**src/rtl/ysyx_25030081_lsu.sv**
```systemverilog
// Load/store unit for the NPC execute path.
// Takes one memory op at a time (effective address from the ALU), issues a
// single valid/ready request with lane-shifted store data and strobes, and
// returns sign/zero-extended load data to write-back. Misaligned or illegal
// ops are reported with out_err and never reach the memory port.
module ysyx_25030081_lsu #(
  parameter int DATA_WIDTH = 32,
  parameter int ADDR_WIDTH = 32
) (
  input  logic                  clk,
  input  logic                  rst,
  input  logic                  in_valid,
  output logic                  in_ready,
  input  logic [ADDR_WIDTH-1:0] in_addr,
  input  logic [DATA_WIDTH-1:0] in_wdata,
  input  logic                  in_wen,
  input  logic [2:0]            in_funct3,
  output logic                  mem_req_valid,
  input  logic                  mem_req_ready,
  output logic [ADDR_WIDTH-1:0] mem_addr,
  output logic                  mem_wen,
  output logic [3:0]            mem_wmask,
  output logic [DATA_WIDTH-1:0] mem_wdata,
  input  logic                  mem_rsp_valid,
  input  logic [DATA_WIDTH-1:0] mem_rdata,
  output logic                  out_valid,
  input  logic                  out_ready,
  output logic [DATA_WIDTH-1:0] out_rdata,
  output logic                  out_err
);

  typedef enum logic [1:0] {
    IDLE = 2'd0,
    REQ  = 2'd1,
    WAIT = 2'd2,
    DONE = 2'd3
  } state_t;

  state_t      state;
  state_t      state_next;
  logic [2:0]  funct3_q;
  logic [1:0]  off_q;
  logic        accept;
  logic        bad_op;
  logic        misaligned;
  logic        reject;

  // Byte strobes for a store; the width lives in funct3[1:0].
  function automatic logic [3:0] store_mask(input logic [2:0] f3, input logic [1:0] off);
    case (f3[1:0])
      2'd0:    store_mask = 4'b0001 << off;
      2'd1:    store_mask = 4'b0011 << off;
      2'd2:    store_mask = 4'b1111;
      default: store_mask = 4'b0000;
    endcase
  endfunction

  // Store data replicated across every lane, so the strobe alone picks the byte(s).
  function automatic logic [DATA_WIDTH-1:0] store_data(input logic [2:0] f3,
                                                       input logic [DATA_WIDTH-1:0] wd);
    case (f3[1:0])
      2'd0:    store_data = {4{wd[7:0]}};
      2'd1:    store_data = {2{wd[15:0]}};
      default: store_data = wd;
    endcase
  endfunction

  // Shift the addressed lane down to bit 0 and extend according to funct3.
  function automatic logic [DATA_WIDTH-1:0] load_format(input logic [DATA_WIDTH-1:0] raw,
                                                        input logic [1:0] off,
                                                        input logic [2:0] f3);
    logic [DATA_WIDTH-1:0] w;
    w = raw >> {off, 3'b000};
    case (f3)
      3'd0:    load_format = {{(DATA_WIDTH-8){w[7]}}, w[7:0]};
      3'd1:    load_format = {{(DATA_WIDTH-16){w[15]}}, w[15:0]};
      3'd4:    load_format = {{(DATA_WIDTH-8){1'b0}}, w[7:0]};
      3'd5:    load_format = {{(DATA_WIDTH-16){1'b0}}, w[15:0]};
      default: load_format = w;
    endcase
  endfunction

  assign in_ready      = (state == IDLE);
  assign mem_req_valid = (state == REQ);
  assign out_valid     = (state == DONE);

  assign accept     = in_ready && in_valid;
  // Stores only have widths 0..2; loads reject 3, 6 and 7.
  assign bad_op     = in_wen ? (in_funct3 > 3'd2)
                             : ((in_funct3 == 3'd3) || (in_funct3[2:1] == 2'b11));
  assign misaligned = ((in_funct3[1:0] == 2'd1) && in_addr[0]) ||
                      ((in_funct3[1:0] == 2'd2) && (in_addr[1:0] != 2'b00));
  assign reject     = bad_op || misaligned;

  // State register.
  always_ff @(posedge clk or posedge rst) begin
    if (rst) state <= IDLE;
    else     state <= state_next;
  end

  // Next state: rejected ops jump straight to DONE, others walk the memory handshake.
  always_comb begin
    state_next = state;
    case (state)
      IDLE:    if (in_valid) state_next = reject ? DONE : REQ;
      REQ:     if (mem_req_ready) state_next = WAIT;
      WAIT:    if (mem_rsp_valid) state_next = DONE;
      DONE:    if (out_ready) state_next = IDLE;
      default: state_next = IDLE;
    endcase
  end

  // Request fields latched at accept and result captured on the response;
  // all outputs come straight from these registers.
  always_ff @(posedge clk or posedge rst) begin
    if (rst) begin
      funct3_q  <= 3'd0;
      off_q     <= 2'd0;
      mem_addr  <= '0;
      mem_wen   <= 1'b0;
      mem_wmask <= 4'b0000;
      mem_wdata <= '0;
      out_rdata <= '0;
      out_err   <= 1'b0;
    end else begin
      if (accept) begin
        funct3_q  <= in_funct3;
        off_q     <= in_addr[1:0];
        out_rdata <= '0;
        out_err   <= reject;
        if (!reject) begin
          mem_addr  <= {in_addr[ADDR_WIDTH-1:2], 2'b00};
          mem_wen   <= in_wen;
          mem_wmask <= in_wen ? store_mask(in_funct3, in_addr[1:0]) : 4'b0000;
          mem_wdata <= in_wen ? store_data(in_funct3, in_wdata) : '0;
        end
      end
      if ((state == WAIT) && mem_rsp_valid) begin
        out_rdata <= mem_wen ? '0 : load_format(mem_rdata, off_q, funct3_q);
      end
    end
  end

endmodule

```
**config.mk**
```make
export PLATFORM = sky130hd
export DESIGN_NAME = ysyx_25030081_lsu
export DESIGN_NICKNAME = d
export VERILOG_FILES = /design/src/rtl/ysyx_25030081_lsu.sv
export SDC_FILE = /design/constraint.sdc
export NUM_CORES = 1
export LEC_CHECK = 0
export ABC_CLOCK_PERIOD_IN_PS = 4400
export BUFFER_PORTS_ARGS = -buffer_cell sky130_fd_sc_hd__buf_2
export CAP_MARGIN = 40
export CORE_ASPECT_RATIO = 0.8
export CORE_MARGIN = 4
export CORE_UTILIZATION = 49
export DETAILED_ROUTE_END_ITERATION = 7
export HOLD_SLACK_MARGIN = 0.08
export PLACE_DENSITY_LB_ADDON = 0.3
export SYNTH_ARGS = -nofsm -noshare
export SYNTH_HDL_FRONTEND = slang
export SYNTH_SLANG_ARGS = --single-unit
```
**constraint.sdc**
```tcl
create_clock -name clk -period 4.4 [get_ports clk]
set_input_delay 0.66 -clock clk [delete_from_list [all_inputs] [get_ports clk]]
set_output_delay 0.66 -clock clk [all_outputs]
set_load 0.005 [all_outputs]
```
==> impl_metrics.toml, run 1 <==
[sta]
max_clock_freq_mhz = 342
skew_ns = 0.00877
setup-violations-final = 0
timing.final.max_slew_violations = 0
tightestPinTransition_ns = 0.848
post-route-min-period_ns = 2.92
slew_headroom_pct = 43.3
final_worst_path_period_share_pct = 66.4
timing.final.hold_violations = 0
timing.hold.ws_ns = 0.325
setup_repair_after_global_routing_missed_its_margin = "no"
final.setup.tns_ns = 0

[route]
dr_total_vias = 4396
detail_route.wirelength_um = 14300
routedWlPerCell_um = 17.5
drtPass1Iterations = 5
remaining_antenna_violation_count = 0
drc = 0
initialDrtViolationCount = 268
routed_via_density = 5.35

[logic_synthesis]
synthTopCellsByArea = "sky130_fd_sc_hd__dfrtp_1 51%, sky130_fd_sc_hd__mux2_4 7.9%, sky130_fd_sc_hd__nand2_1 6.7%"
postSynthRegisterBits = 107
synthesis.instances = 487
postSynthAreaPerCell_um2 = 10.9
synth_top_area_share_pct = 50.6
yosysTopAreaCell = "sky130_fd_sc_hd__dfrtp_1"
yosysSeqAreaShare_pct = 50.6
netlist_area_um2 = 5290
post_synth_num_cell_types = 36
synth-warning-count = 0

[clock_network]
clkSlewWorstSetupHoldPaths_ns = 0.07
post_cts_buffers = 0
cts_repair_resize_count = 0
clock_tree_from_tritoncts = "done"
tritoncts_num_sinks = 107
tritoncts.num_buffers = 9
cts_hold_repair.buffers = 0
clock_tree.buffer_depth = 2
clk-insertion-delay-late_ns = 0.34
buffer_type_at_the_clock_tree_root = "sky130_fd_sc_hd__clkbuf_16"
ctsHtreeMaxLevel = 3

[critical_path]
cp-end-kind = "flop"
critPathLaunchType = "flop"
setup.reg_to_reg.worst_slack_ns = 1.48
path_class = "reg -> reg"
cp_data_arrival_time_ns = 3.19
crit_fanout = 18
worst_endpoint_required_time_ns = 4.67

[floorplanning]
starting_density_of_the_core_pct = 50.9
boundaryPins = 211
die_width_um = 124
fp.dieArea_um2 = 12500
num_rows = 33
core_um2 = 10400
floorplan.die.height_um = 101

[outcome]
run_status = "completed"

[power_and_ir_drop]
p_total_mw = 4.08
clock_power_share_pct = 18.1
share_seq_of_total_power_pct = 40.4
comb_power_share_pct = 41.5
power.switching_fraction_pct = 34.8
peakVddDrop_v = 0.000420
switchingPower_mw = 1.42
p_int_mw = 2.66
pwr_density_cell_nw_per_um2 = 608
leakage_nw = 3.53

[placement]
dp.final_hpwl_um = 10800
place_congestion = 0.895
portBuffers = 208
instance_area_after_placement_um2 = 6430
post_place_cells = 805

[global_routing]
grt_pass1_wl_um = 22300
grt_max_degree = 56
gr-total-overflow = 0
first_global_vias = 4324
initial_antenna_violation_count = 0
grt_util_all_layers_pct = 22.8

[finish]
final_cell_mix = "208 x sky130_fd_sc_hd__buf_2, 107 x sky130_fd_sc_hd__dfrtp_1, 94 x sky130_fd_sc_hd__nand2_1"
antennaDiodeCount = 0
layout-drive-gt1-share_pct = 43.9
final_nets = 787
layout.cells.most_common = "sky130_fd_sc_hd__buf_2"
stdcell_area_um2 = 6710
layoutNonFillerInstCount = 821
syn2layout_area_growth_pct = 26.7

[flow_run]
timing.max_cap.violations = 0

[hold_path]
classification_of_the_worst_slack_hold_path = "in -> async"
[cell type report]
cell class / count / area (µm²)
repair buffers: 215 / 1140
clock inverters: 5 / 40.0
well taps: 140 / 175
flip-flops and latches: 107 / 2680
inverters: 8 / 32.5
fillers: 849 / 3700
multi-input cells: 335 / 2410
clock buffers: 11 / 233
[cell families (layout without fill, tap and decap cells)]
group                      Yosys count  count (layout)  share of synthesized area, %
other                                1               2                        0.0709
DFF                                107             107                          50.6
muxes                               90              90                          20.7
buffers and inverters               46             239                          4.23
adders and majority gates            5               5                          1.18
and+or+nand+nor                    127             127                          10.6
AOI/OAI and AO/OA                  111             111                          12.6
[metrics by stage]
stage	worst slack, ns	util, %
finish	1.48	64.5
global route	1.37	64.5
CTS	1.55	64.5
detailed placement	1.58	61.8
global placement	1.64	61.6
floorplan	0.923	-
[sequential cells by signal (all words and copies together) (netlist names)]
signal and flops:
out_rdata 32, mem_addr 30, out_err 1, funct3_q 3, off_q 2, mem_wmask 4, state 2, mem_wen 1
mem_wdata 32
[routing by layer]
layer | wire, µm | GRT usage [%]
met5 | 0 | 0
met4 | 179 | 5.39
met3 | 1210 | 6.00
met2 | 6800 | 35.7
met1 | 6150 | 32.0
[power by group through the flow]
stage | Clock, mW | Sequential, mW | Combinational, mW
2_1_floorplan | 0 | 1.65 | 0.995
3_3_place_gp | 0 | 1.64 | 1.64
3_5_place_dp | 0 | 1.66 | 1.71
4_1_cts | 0.759 | 1.65 | 1.71
5_1_grt | 0.802 | 1.70 | 1.87
6_report | 0.737 | 1.65 | 1.69
[worst paths after layout]
path                                          start                         to  cells past startpoint
hold / removal                                  rst   out_rdata[1]$_DFFE_PP0P_                      2
hold reg to reg            mem_wmask[2]$_DFFE_PP0P_   mem_wmask[2]$_DFFE_PP0P_                      2
setup / recovery               state[0]$_DFFE_PP0P_  out_rdata[30]$_DFFE_PP0P_                      6
min in group clk           mem_wmask[2]$_DFFE_PP0P_   mem_wmask[2]$_DFFE_PP0P_                      2
max in group asynchronous                       rst   out_rdata[2]$_DFFE_PP0P_                      4
setup reg to reg               state[0]$_DFFE_PP0P_  out_rdata[30]$_DFFE_PP0P_                      6
[worst max-delay path: stages (launching register included)]
cell,delay [ns]
sky130_fd_sc_hd__dfrtp_1,0.41
sky130_fd_sc_hd__inv_1,0.13
sky130_fd_sc_hd__ha_1,0.26
sky130_fd_sc_hd__nand3b_2,0.34
sky130_fd_sc_hd__nor3b_2,0.72
sky130_fd_sc_hd__nor2b_1,0.71
sky130_fd_sc_hd__a221o_1,0.27
[cell usage after synthesis, drive strengths merged]
cell type  instances
mux2              61
inv                8
nor2b              4
buf               20
mux4               1
a21boi             1
mux2i             28
ha                 5
clkbuf            18
o22ai              1
nor4               1
a221o             16
dfrtp            107
o211a              1
o31ai              1
nand3b            10
o21ai             71
o211ai             1
o21bai             1
nor2              13
nor3               2
a21oi             15
or2                1
nand2             94
nor3b              2
a221oi             2
conb               1
a22oi              1
(Power assumes the default switching activity.)
==> run 2, diff against run 1 <==
- ABC_CLOCK_PERIOD_IN_PS: 4400 -> 3000
- clock period: 4.4 -> 3 ns (I/O delays scaled with it)
==> impl_metrics.toml, run 2 (synthesized netlist as in run 1, its figures left out) <==
[outcome]
run_status = "completed"

[placement]
instance_area_after_placement_um2 = 6430
place_congestion = 0.851
portBuffers = 208
dp.final_hpwl_um = 10500
place_ws_ns = 0.863
post_place_cells = 807

[critical_path]
cp-end-kind = "flop"
worst_endpoint_required_time_ns = 3.22
critPathLaunchType = "flop"
path_class = "reg -> reg"
crit_fanout = 103
cp_data_arrival_time_ns = 2.38

[finish]
stdcell_area_um2 = 6750
largest_registers = "mem_wdata x32, out_rdata x32, mem_addr x30"
final_util_pct = 64.9
syn2layout_area_growth_pct = 27.5
layoutNonFillerInstCount = 822
final_nets = 789
antennaDiodeCount = 0
fill_cells = 868
layout.cells.most_common = "sky130_fd_sc_hd__buf_2"
final_cell_mix = "208 x sky130_fd_sc_hd__buf_2, 107 x sky130_fd_sc_hd__dfrtp_1, 94 x sky130_fd_sc_hd__nand2_1"
layout-drive-gt1-share_pct = 44.1

[clock_network]
buffer_type_at_the_clock_tree_root = "sky130_fd_sc_hd__clkbuf_16"
tritoncts_num_sinks = 107
tritoncts.num_buffers = 9
clk-insertion-delay-late_ns = 0.34
clock_tree.buffer_depth = 2
cts_hold_repair.buffers = 0
cts_repair_resize_count = 0
post_cts_buffers = 0
ctsHtreeMaxLevel = 3
clkSlewWorstSetupHoldPaths_ns = 0.07
clock_tree_from_tritoncts = "done"

[route]
routedWlPerCell_um = 17.3
routed_via_density = 5.36
drtPass1Iterations = 5
dr_total_vias = 4406
drc = 0
initialDrtViolationCount = 279
detail_route.wirelength_um = 14200
remaining_antenna_violation_count = 0

[global_routing]
first_global_vias = 4419
grt_pass1_wl_um = 22300
grt_util_all_layers_pct = 22.7
grt_max_degree = 108
gr-total-overflow = 0
initial_antenna_violation_count = 0

[sta]
setup-violations-final = 0
timing.final.max_slew_violations = 0
skew_ns = 0.00496
final.setup.tns_ns = 0
tightestPinTransition_ns = 0.666
post-route-min-period_ns = 2.16
final_worst_path_period_share_pct = 72.0
timing.final.hold_violations = 0
max_clock_freq_mhz = 463
slew_headroom_pct = 55.5
fin_ws_ns = 0.840
timing.hold.ws_ns = 0.233
setup_repair_after_global_routing_missed_its_margin = "no"

[hold_path]
classification_of_the_worst_slack_hold_path = "in -> async"

[floorplanning]
boundaryPins = 211
floorplan.die.height_um = 101
num_rows = 33
fp.dieArea_um2 = 12500
die_width_um = 124
core_um2 = 10400
starting_density_of_the_core_pct = 50.9

[flow_run]
timing.max_cap.violations = 0

[power_and_ir_drop]
peakVddDrop_v = 0.000476
leakage_nw = 3.55
p_total_mw = 6.15
pwr_density_cell_nw_per_um2 = 912
==> run 2: changes by cell type in the layout (fill, tap and decap cells not counted), sizes merged <==
cell / delta
bufinv: +2
buf: +2
inv: -1
clkinv: -2
==> run 2: layer usage <==
metal / up-vias / GRT usage [%] / part of all wire [%]
met1: 2110 / 30.8 / 42
met2: 205 / 35.6 / 46
met4: 0 / 5.22 / 1.4
met3: 15 / 7.30 / 10
li1: 2076 / - / -
met5: - / 0 / 0
==> run 2: path summary, 6_finish.rpt <==
kind / from / to / slack, ns / cells after the start
worst max-delay path: state[0]$_DFFE_PP0P_ / mem_addr[30]$_DFFE_PP0P_ / 0.84 / 6
worst min-delay path: rst / out_err$_DFFE_PP0P_ / 0.23 / 3
worst max register to register: state[0]$_DFFE_PP0P_ / mem_addr[30]$_DFFE_PP0P_ / 0.84 / 6
worst min register to register: out_rdata[9]$_DFFE_PP0P_ / out_rdata[9]$_DFFE_PP0P_ / 0.48 / 2
max in group asynchronous: rst / out_rdata[30]$_DFFE_PP0P_ / 2.29 / 3
min in group clk: in_addr[31] / mem_addr[31]$_DFFE_PP0P_ / 0.33 / 2
==> run 2: where the power goes <==
| part | switching, mW | internal, mW |
|---|---|---|
| Combinational | 1.18 | 1.28 |
| Clock | 0.505 | 0.750 |
| Sequential | 0.384 | 2.05 |
==> run 2: layout make-up <==
class / count / area [µm²] / share of cell area [%]
tap: 140 / 175 / 2.60
clock buffer: 11 / 243 / 3.60
sequential: 107 / 2680 / 39.7
timing repair buffer: 217 / 1130 / 16.8
multi-input combinational: 335 / 2410 / 35.7
inverter: 8 / 33.8 / 0.501
clock inverter: 4 / 75.1 / 1.11
==> run 2: critical path: stages (launching register included) <==
cell and delay [ns]:
sky130_fd_sc_hd__dfrtp_1 0.37, sky130_fd_sc_hd__inv_1 0.10, sky130_fd_sc_hd__ha_1 0.26, sky130_fd_sc_hd__nand2_1 0.26
sky130_fd_sc_hd__o21bai_4 0.20, sky130_fd_sc_hd__buf_12 0.39, sky130_fd_sc_hd__mux2_1 0.38
==> run 3, diff against run 2 <==
- ABC_CLOCK_PERIOD_IN_PS: 3000 -> 2000
- clock period: 3 -> 2 ns (I/O delays scaled with it)
==> impl_metrics.toml, run 3 (synthesized netlist as in run 1, its figures left out) <==
[outcome]
run_status = "completed"

[floorplanning]
fp.dieArea_um2 = 12500
starting_density_of_the_core_pct = 50.9
num_rows = 33
boundaryPins = 211
die_width_um = 124
floorplan.die.height_um = 101
core_um2 = 10400

[sta]
slew_headroom_pct = 60.3
setup-violations-final = 0
timing.final.hold_violations = 0
timing.hold.ws_ns = 0.0886
post-route-min-period_ns = 1.88
final_worst_path_period_share_pct = 93.8
final.setup.tns_ns = 0
tightestPinTransition_ns = 0.595
skew_ns = 0.00661
setup_repair_after_global_routing_missed_its_margin = "no"
timing.final.max_slew_violations = 0
max_clock_freq_mhz = 533

[power_and_ir_drop]
peakVddDrop_v = 0.000634
switchingPower_mw = 3.13
share_seq_of_total_power_pct = 38.9
p_total_mw = 9.41
comb_power_share_pct = 40.2
pwr_density_cell_nw_per_um2 = 1370
p_int_mw = 6.29
leakage_nw = 3.61
power.switching_fraction_pct = 33.2
clock_power_share_pct = 21.0

[finish]
antennaDiodeCount = 0
syn2layout_area_growth_pct = 29.5
fill_cells = 875
layout.cells.most_common = "sky130_fd_sc_hd__buf_2"
layout-drive-gt1-share_pct = 45.0
final_cell_mix = "208 x sky130_fd_sc_hd__buf_2, 107 x sky130_fd_sc_hd__dfrtp_1, 94 x sky130_fd_sc_hd__nand2_1"
final_nets = 798
largest_registers = "mem_wdata x32, out_rdata x32, mem_addr x30"
stdcell_area_um2 = 6850
final_util_pct = 65.9
regArea_um2 = 2680
multiInputGateArea_um2 = 2420

[critical_path]
critPathLaunchType = "flop"
critical_path_buf_inv_count = 1
crit_family = "simple AND/OR/NAND/NOR gates"
cp-end-kind = "flop"
crit_fanout = 8
path_class = "reg -> reg"
cpPeakStageDelay_ns = 0.40
critical_path.slowest_cell = "sky130_fd_sc_hd__dfrtp_1"
cp_data_arrival_time_ns = 2.14
crit_path_cell_trace = "inv_1 > ha_1 > nand3b_2 > nor3b_2 > nor2b_2 > a221o_1"
worst_endpoint_required_time_ns = 2.27

[global_routing]
grt_pass1_wl_um = 22500
first_global_vias = 4388
gr-total-overflow = 0
grt_util_all_layers_pct = 22.9
initial_antenna_violation_count = 1
grt_max_degree = 108

[placement]
instance_area_after_placement_um2 = 6510
dp.final_hpwl_um = 10600
place_congestion = 0.844
portBuffers = 208

[clock_network]
clock_tree.buffer_depth = 2
cts_repair_resize_count = 1
clock_tree_from_tritoncts = "done"
clkSlewWorstSetupHoldPaths_ns = 0.07
tritoncts_num_sinks = 107
ctsHtreeMaxLevel = 3
post_cts_buffers = 0
buffer_type_at_the_clock_tree_root = "sky130_fd_sc_hd__clkbuf_16"
tritoncts.num_buffers = 9
clk-insertion-delay-late_ns = 0.34
cts_hold_repair.buffers = 0

[route]
routedWlPerCell_um = 17.2
drc = 0
drtPass1Iterations = 4
dr_total_vias = 4425
initialDrtViolationCount = 230
detail_route.wirelength_um = 14300
routed_via_density = 5.32
remaining_antenna_violation_count = 0

[flow_run]
timing.max_cap.violations = 0

[hold_path]
classification_of_the_worst_slack_hold_path = "in -> async"
run 3: power groups by stage:
stage	Clock (mW)	Combinational, mW	Sequential (mW)
final	1.97	3.78	3.66
after global routing	2.10	4.20	3.78
after CTS	2.02	3.81	3.66
after detailed placement	0	3.78	3.68
after global placement	0	3.70	3.63
after floorplan	0	2.19	3.64
run 3: layout make-up:
class	instances	area share [%]
clock buffer	10	3.34
timing repair buffer	226	17.7
multi-input combinational	335	35.3
tap	140	2.56
clock inverter	5	1.50
sequential	107	39.1
inverter	8	0.493
run 3: metal layers:
metal  GRT usage [%]  share of wire (%)  vias up
met5               0              0.049        -
li1                -                  -     2097
met4            5.05               0.53        2
met1            31.5                 43     2152
met2            36.1                 47      165
met3            7.07                8.9        9
run 3: worst register-to-register path, cell delays in order, from the launching register on:
cell	delay (ns)
sky130_fd_sc_hd__dfrtp_1	0.40
sky130_fd_sc_hd__inv_1	0.13
sky130_fd_sc_hd__ha_1	0.26
sky130_fd_sc_hd__nand3b_2	0.13
sky130_fd_sc_hd__nor3b_2	0.23
sky130_fd_sc_hd__nor2b_2	0.40
sky130_fd_sc_hd__a221o_1	0.25
run 3: final timing paths:
check / endpoint / from / cells after the start / slack (ns)
worst min-delay path: mem_wdata[0]$_DFFE_PP0P_ / rst / 3 / 0.09
worst min register to register: mem_wdata[25]$_DFFE_PP0P_ / mem_wdata[25]$_DFFE_PP0P_ / 2 / 0.48
worst max register to register: out_rdata[30]$_DFFE_PP0P_ / state[0]$_DFFE_PP0P_ / 6 / 0.12
min in group clk: mem_addr[31]$_DFFE_PP0P_ / in_addr[31] / 2 / 0.18
max in group asynchronous: out_rdata[9]$_DFFE_PP0P_ / rst / 3 / 1.43
worst max-delay path: out_rdata[30]$_DFFE_PP0P_ / state[0]$_DFFE_PP0P_ / 6 / 0.12
run 3: stage by stage:
step,std cells,setup slack (ns)
final,831,0.124
after global routing,831,0.0265
after CTS,831,0.103
after detailed placement,816,0.00124
after global placement,816,0.103
after floorplan,488,0.160
